==> config.mk <==
export PLATFORM = sky130hd
export DESIGN_NAME = fetch_ctrl_flat
export DESIGN_NICKNAME = d
export VERILOG_FILES = /design/src/rtl/fetch_ctrl_if.sv /design/src/rtl/fetch_ctrl.sv /design/src/flat_wrapper.sv
export SDC_FILE = /design/constraint.sdc
export NUM_CORES = 1
export LEC_CHECK = 0
export CELL_PAD_IN_SITES_DETAIL_PLACEMENT = 0
export CELL_PAD_IN_SITES_GLOBAL_PLACEMENT = 1
export CORE_AREA = 2 2 91 93
export DETAILED_ROUTE_END_ITERATION = 6
export DIE_AREA = 0 0 93 95
export DONT_BUFFER_PORTS = 1
export PLACE_DENSITY_LB_ADDON = 0.1
export SYNTH_ARGS = -nofsm -noshare
export SYNTH_HDL_FRONTEND = slang
export SYNTH_SLANG_ARGS = --single-unit
==> constraint.sdc <==
create_clock -name clk -period 5.1 [get_ports clk]
set_clock_uncertainty 0.2 [all_clocks]
set_input_delay 1.53 -clock clk [delete_from_list [all_inputs] [get_ports clk]]
set_output_delay 1.53 -clock clk [all_outputs]
set_load 0.005 [all_outputs]
==> src/rtl/fetch_ctrl_if.sv <==
// Instruction-memory req/ack bus between fetch_ctrl and the I-cache.
// master = fetch side, slave = memory side.
interface fetch_ctrl_if;
  logic        imem_req;
  logic [15:0] imem_addr;
  logic        imem_ack;
  logic [15:0] imem_rdata;

  modport master (
    output imem_req,
    output imem_addr,
    input  imem_ack,
    input  imem_rdata
  );

  modport slave (
    input  imem_req,
    input  imem_addr,
    output imem_ack,
    output imem_rdata
  );
endinterface

==> src/rtl/fetch_ctrl.sv <==
// Fetch sequencer: owns the PC, one-entry decode buffer, redirects, HALT.
// Optional miss-wait counter enabled by defining FETCH_PERF_EN.
module fetch_ctrl #(
  parameter logic [15:0] RESET_PC = 16'h0000,
  parameter logic [15:0] PC_INC   = 16'h0002
) (
  input  logic        clk,
  input  logic        rst,
  input  logic        stall_i,
  input  logic        redir_valid,
  input  logic [15:0] redir_pc,
  fetch_ctrl_if.master imem,
  output logic        instr_valid,
  output logic [15:0] instr,
  output logic [15:0] instr_pc,
  output logic [15:0] pc_plus2,
  output logic        halted,
  output logic [15:0] wait_cycles
);

  typedef enum logic [1:0] {
    S_REQ,
    S_DRAIN,
    S_HALT
  } state_e;

  state_e      state_q;
  logic [15:0] pc_q;
  logic [15:0] pc_d;
  logic [15:0] pend_pc_q;
  logic        pend_q;
  logic [15:0] instr_q;
  logic [15:0] instr_pc_q;
  logic        valid_q;
  logic        halted_q;
  logic        is_halt;

  assign is_halt = (imem.imem_rdata[15:11] == 5'b00000);
  assign pc_d    = pc_q + PC_INC;

  always_ff @(posedge clk or negedge rst) begin
    if (!rst) begin
      state_q    <= S_REQ;
      pc_q       <= RESET_PC;
      pend_q     <= 1'b0;
      pend_pc_q  <= 16'h0000;
      instr_q    <= 16'h0000;
      instr_pc_q <= 16'h0000;
      valid_q    <= 1'b0;
      halted_q   <= 1'b0;
    end else begin
      unique case (state_q)
        S_REQ: begin
          if (imem.imem_ack) begin
            pend_q <= 1'b0;
            if (redir_valid) begin
              pc_q <= redir_pc;
            end else if (pend_q) begin
              pc_q <= pend_pc_q;
            end else begin
              instr_q    <= imem.imem_rdata;
              instr_pc_q <= pc_q;
              valid_q    <= 1'b1;
              if (is_halt) begin
                halted_q <= 1'b1;
                state_q  <= S_HALT;
              end else begin
                pc_q    <= pc_d;
                state_q <= S_DRAIN;
              end
            end
          end else if (redir_valid) begin
            // Redirect mid-miss: keep addr stable, retarget after ack
            pend_q    <= 1'b1;
            pend_pc_q <= redir_pc;
          end
        end
        S_DRAIN: begin
          if (redir_valid) begin
            valid_q <= 1'b0;
            pc_q    <= redir_pc;
            state_q <= S_REQ;
          end else if (!stall_i) begin
            valid_q <= 1'b0;
            state_q <= S_REQ;
          end
        end
        S_HALT: begin
          if (!stall_i) valid_q <= 1'b0;
        end
        default: state_q <= S_REQ;
      endcase
    end
  end

  assign imem.imem_req  = rst & (state_q == S_REQ);
  assign imem.imem_addr = pc_q;
  assign instr_valid    = valid_q;
  assign instr          = instr_q;
  assign instr_pc       = instr_pc_q;
  assign pc_plus2       = instr_pc_q + PC_INC;
  assign halted         = halted_q;

`ifdef FETCH_PERF_EN
  logic [15:0] wait_q;
  logic [15:0] wait_d;

  always_comb begin
    wait_d = wait_q;
    if (wait_q != 16'hFFFF) wait_d = wait_q + 16'd1;
  end

  always_ff @(posedge clk or negedge rst) begin
    if (!rst) begin
      wait_q <= 16'h0000;
    end else if (state_q == S_REQ && !imem.imem_ack) begin
      wait_q <= wait_d;
    end
  end

  assign wait_cycles = wait_q;
`else
  assign wait_cycles = 16'h0000;
`endif

endmodule

==> src/flat_wrapper.sv <==
// flat-port wrapper written by rule: the top's interface ports become plain ports
module fetch_ctrl_flat 
#(
  parameter logic [15:0] RESET_PC = 16'h0000,
  parameter logic [15:0] PC_INC   = 16'h0002
)
  (clk, rst, stall_i, redir_valid, redir_pc, instr_valid, instr, instr_pc, pc_plus2, halted, wait_cycles, imem_imem_req, imem_imem_addr, imem_imem_ack, imem_imem_rdata);
  fetch_ctrl_if imem_i ();
  input  logic clk;
  input  logic rst;
  input  logic stall_i;
  input  logic redir_valid;
  input  logic [15:0] redir_pc;
  output logic instr_valid;
  output logic [15:0] instr;
  output logic [15:0] instr_pc;
  output logic [15:0] pc_plus2;
  output logic halted;
  output logic [15:0] wait_cycles;
  output wire logic [$bits(imem_i.imem_req)-1:0] imem_imem_req;
  output wire logic [$bits(imem_i.imem_addr)-1:0] imem_imem_addr;
  input wire logic [$bits(imem_i.imem_ack)-1:0] imem_imem_ack;
  input wire logic [$bits(imem_i.imem_rdata)-1:0] imem_imem_rdata;
  assign imem_imem_req = imem_i.imem_req;
  assign imem_imem_addr = imem_i.imem_addr;
  assign imem_i.imem_ack = imem_imem_ack;
  assign imem_i.imem_rdata = imem_imem_rdata;
  fetch_ctrl #(.RESET_PC(RESET_PC), .PC_INC(PC_INC)) u_core (.clk(clk), .rst(rst), .stall_i(stall_i), .redir_valid(redir_valid), .redir_pc(redir_pc), .imem(imem_i), .instr_valid(instr_valid), .instr(instr), .instr_pc(instr_pc), .pc_plus2(pc_plus2), .halted(halted), .wait_cycles(wait_cycles));
endmodule
Word-level counts from Yosys, hierarchy flattened --
Cells that the tools add are included. W data, S select, Z words.
Storage, ports and cells: output and inout bits 83, bits in registers 69
Cells by class: mux-type cells 21, equality and inequality tests 8, $add $sub $neg 2, bitwise operators 5, reductions and logical operators 12
Operator list (count):
- $mux W16 | 5
- $add A16 B2 Y16 const B | 2
- $pmux W16 S2 | 1
- $mux W2 | 6
- $reduce_and A4 Y1 | 3
- $reduce_and A5 Y1 | 2
- $ne A2 B2 Y1 const B | 4
- $mux W1 | 7
- $pmux W2 S3 | 1
- $logic_not A5 Y1 | 1
- $ne A4 B3 Y1 const B | 1
- $not A1 Y1 | 4
- $reduce_bool A2 Y1 | 2
- $ne A3 B3 Y1 const B | 1
- $pmux W1 S3 | 1
- $reduce_and A3 Y1 | 1
- $reduce_bool A3 Y1 | 1
- $eq A2 B1 Y1 const B | 1
- $eq A2 B2 Y1 const B | 1
- $logic_not A2 Y1 | 1
- $reduce_and A2 Y1 | 1
- $and A1 B1 Y1 | 1

Logic depth before layout (Yosys ltp) --
word-level depth 6, gate-level depth with buffers 8, gate-level depth less buffers 6

Least setup slack after synthesis --
No wires, ideal clock.
path type input -> output, start point in rst, end point out imem_imem_req, required time 3.370 ns, stages on the path 1, path slack 1.697 ns, buffers on the path 0, data arrival time 1.673 ns, path through and2_1
On the way: cells in the longest elaborated chain, start to end 1
RTL lines:
- start, declared | line flat_wrapper.sv:10 | input logic rst;
- $and A1 B1 Y1 | line fetch_ctrl.sv:96 | assign imem.imem_req = rst & (state_q == S_REQ);
- end, declared | line flat_wrapper.sv:20 | output wire logic [$bits(imem_i.imem_req)-1:0] imem_imem_req;
No other way between the ends.

Worst setup path in the final report --
start point reg u_core.instr_pc_q[3] (netlist: u_core.instr_pc[3]), end point out pc_plus2[10]
On the way: cells in the longest elaborated chain, start to end 1
RTL lines:
- start, declared | line fetch_ctrl.sv:33 | logic [15:0] instr_pc_q;
- start signal, assigned | line fetch_ctrl.sv:62 | instr_pc_q <= pc_q;
- $add A16 B2 Y16 | line fetch_ctrl.sv:101 | assign pc_plus2 = instr_pc_q + PC_INC;
- end, declared | line flat_wrapper.sv:17 | output logic [15:0] pc_plus2;
No other way between the ends.

==> results.yml <==
synth:
  synthFlopType: "dfrtp_1"
  synth_edf_count: 0
  yosysSeqAreaShare_pct: 45.6
  synth.cell_area_sq_um: 3790
  synth_top_family_by_area: "simple AND/OR/NAND/NOR gates"
  synth-simple-area-share_pct: 20.4
  ys_warn_count: 0
  synth_cells: 414
  ys_seq_elements: 69
  synth_area_per_cell_sq_um: 9.15
  synthMuxAreaShare_pct: 5.58
  synth_xor_area_share_pct: 3.70
  async_reset_ff_share_pct: 100
  synthDistinctLibCells: 53
  synth-compound-area-share_pct: 15.7
  synthAdderAreaFrac_pct: 1.65
routing:
  post_drt_via_cell_ratio: 5.74
  vias: 2929
  firstDrtPassIters: 4
  drt-initial-drc-count: 173
  drc: 0
  wl_per_cell_um: 18.6
  ant_nets: 0
  wirelength_um: 9470
grt:
  grt_pass1_wl_um: 15200
  track_usage_pct: 22.3
  overflow: 0
  antenna_found_initial: 0
  grt_max_degree: 71
  grt_pass1_vias: 2800
pwr:
  leakage_uw: 0.00178
  vdd_drop_max_v: 0.000280
  power_density_nw_per_um2: 625
cells_and_area:
  final_common_cell: "nand2_1"
  syn_to_final_growth_pct: 5.02
  num_antenna_cells: 0
  fill_cells: 770
  seqCellArea_sq_um: 1730
  multi_input_area_sq_um: 1850
  utilization_pct: 50.2
  drive_gt1_share_pct: 12.1
  num-nets-final: 442
  final_cell_mix: "97 x nand2_1, 69 x dfrtp_1, 27 x o21ai_0, 17 x mux2_2, 16 x conb_1"
timing:
  slew_viol_final: 0
  rsz0062_at_grt: "false"
  min_period_over_period_pct: 68.8
  period_needed_ns: 3.51
  finalHoldViolCount: 0
  fin_tns_setup_ns: 0
  setup-violations-final: 0
  tightestPinTransition_ns: 1.08
  setup_ws_ns: 1.59
  maxSlewHeadroom_pct: 28.0
  max_freq_mhz: 285
setup_path:
  cp.arrival_ns: 1.78
  worstSetupStartpointType: "flip-flop"
  cp_cell_sequence: "and3_1 -> and4_1 -> and3_1 -> xor2_1"
  endpoint_kind: "primary output"
  reg2regPathDepth: 4
  critical-path-max-stage-delay_ns: 0.47
  critPathKind: "reg2out"
  cp_common_cell: "and3_1"
  crit_cells: 4
  cp_num_buf_inv: 0
  required_ns: 3.37
  cp_max_fo: 6
  slowest_stage: "dfrtp_1"
  critical-path-top-delay-family: "simple AND/OR/NAND/NOR gates"
die:
  num_rows: 33
  start_util_pct: 47.8
  die_area_sq_um: 8840
  io_pins: 120
  dieHeight_um: 95
  core_sq_um: 7930
  die_width_um: 93
clock_tree:
  cts_resized: 0
  clock_path_buffers: 2
  clk_latency_ns: 0.36
  clkSlewWorstSetupHoldPaths_ns: 0.08
  cts_root_buf: "clkbuf_8"
  cts_hold_buf: 0
  cts_setup_buffers: 0
  cts_tree: "built"
  cts_buffers: 9
  cts_sinks: 69
  cts-htree-levels: 3
place:
  io_buffers: 0
  routabilityCongestion: 0.836
  dp_slack_ns: 1.55
  dp_hpwl_um: 6510
job:
  drv_cap: 0
run_status:
  status: "finished, final reports clean"
hold_path:
  min_path_cells: 1
  hold_path.class: "reg2reg"
## cell families after synthesis
family                     after synthesis
DFF                                     69
and+or+nand+nor                        164
adders and majority gates                5
xor gates and xnor gates                16
buffers and inverters                   54
AOI/OAI and AO/OA                       86
muxes                                   19
other                                    1
## synth_stat cells (all sizes together) (2+ instances only)
master / number / area (sq um)
nand2: 97 / 364
dfrtp: 69 / 1730
o21ai: 27 / 135
buf: 23 / 160
clkbuf: 17 / 63.8
mux2: 17 / 191
inv: 14 / 52.6
nor3: 10 / 50.1
xnor2: 10 / 87.6
nor2: 9 / 33.8
a21oi: 8 / 40.0
nand3: 8 / 40.0
a31o: 7 / 61.3
a21o: 6 / 45.0
a31oi: 6 / 37.5
o22ai: 6 / 37.5
xor2: 6 / 52.6
ha: 5 / 62.6
nand4: 5 / 31.3
nor2b: 5 / 31.3
nor4: 5 / 31.3
or3: 5 / 31.3
a22oi: 4 / 30.0
and2: 4 / 25.0
a2bb2oi: 3 / 26.3
and3: 3 / 18.8
o21a: 3 / 22.5
o2bb2ai: 3 / 26.3
o31ai: 3 / 22.5
or4b: 3 / 30.0
a32oi: 2 / 17.5
and4: 2 / 17.5
mux2i: 2 / 20.0
nand2b: 2 / 20.0
## stage by stage
stage / hold WS, ns / power (uW) / instance area (sq um) / std cells
3_5_place_dp: 0.274 / 2000 / 3760 / 494
4_1_cts: 0.293 / 2510 / 3980 / 510
5_1_grt: 0.306 / 2680 / 3980 / 510
6_report: 0.287 / 2490 / 3980 / 510
3_3_place_gp: 0.269 / 1980 / 3760 / 494
2_1_floorplan: 0.251 / 1770 / 3850 / 429
## state kept, by name, summed over array words and instances (netlist names)
register / flops
u_core.instr_pc: 16
u_core.state_q: 2
u_core.pend_q: 1
u_core.imem.imem_addr: 16
u_core.halted: 1
u_core.pend_pc_q: 16
u_core.instr_valid: 1
u_core.instr: 16
## area by class of cell
type	count	area share, %
inverter	14	1.32
tap	105	3.30
clock inverter	7	2.45
multi-input combinational	306	46.4
sequential	69	43.4
clock buffer	9	3.11
## report_power, final
group	switching [uW]	internal [uW]
Clock	230	277
Sequential	344	806
Combinational	460	371
Total	1030	1450
## final timing paths
path	slack [ns]	start	endpoint
worst max-delay path	1.59	u_core.instr_pc[3]	pc_plus2[10]
worst min-delay path	0.29	u_core.halted	u_core.halted
worst max register to register	2.32	u_core.pend_q	u_core.state_q[0]
worst min register to register	0.29	u_core.halted	u_core.halted
max in group asynchronous	3.93	rst	u_core.pend_pc_q[15]
min in group asynchronous	0.66	rst	u_core.instr[1]
## layer usage
metal / wire (um) / up-vias / GRT usage (%)
met3: 651 / 15 / 5.27
met2: 4540 / 93 / 36.2
met1: 4110 / 1441 / 29.0
met5: 0 / - / 0
li1: - / 1380 / -
met4: 165 / 0 / 8.58
## worst register-to-register path: cells and delay by family (launching register included)
| kind | cells | cell delay (ns) |
|---|---|---|
| simple gates | 2 | 1.54 |
| flops | 1 | 0.64 |
| compound gates | 2 | 0.25 |
No activity file was read; power rests on OpenSTA's default activity.
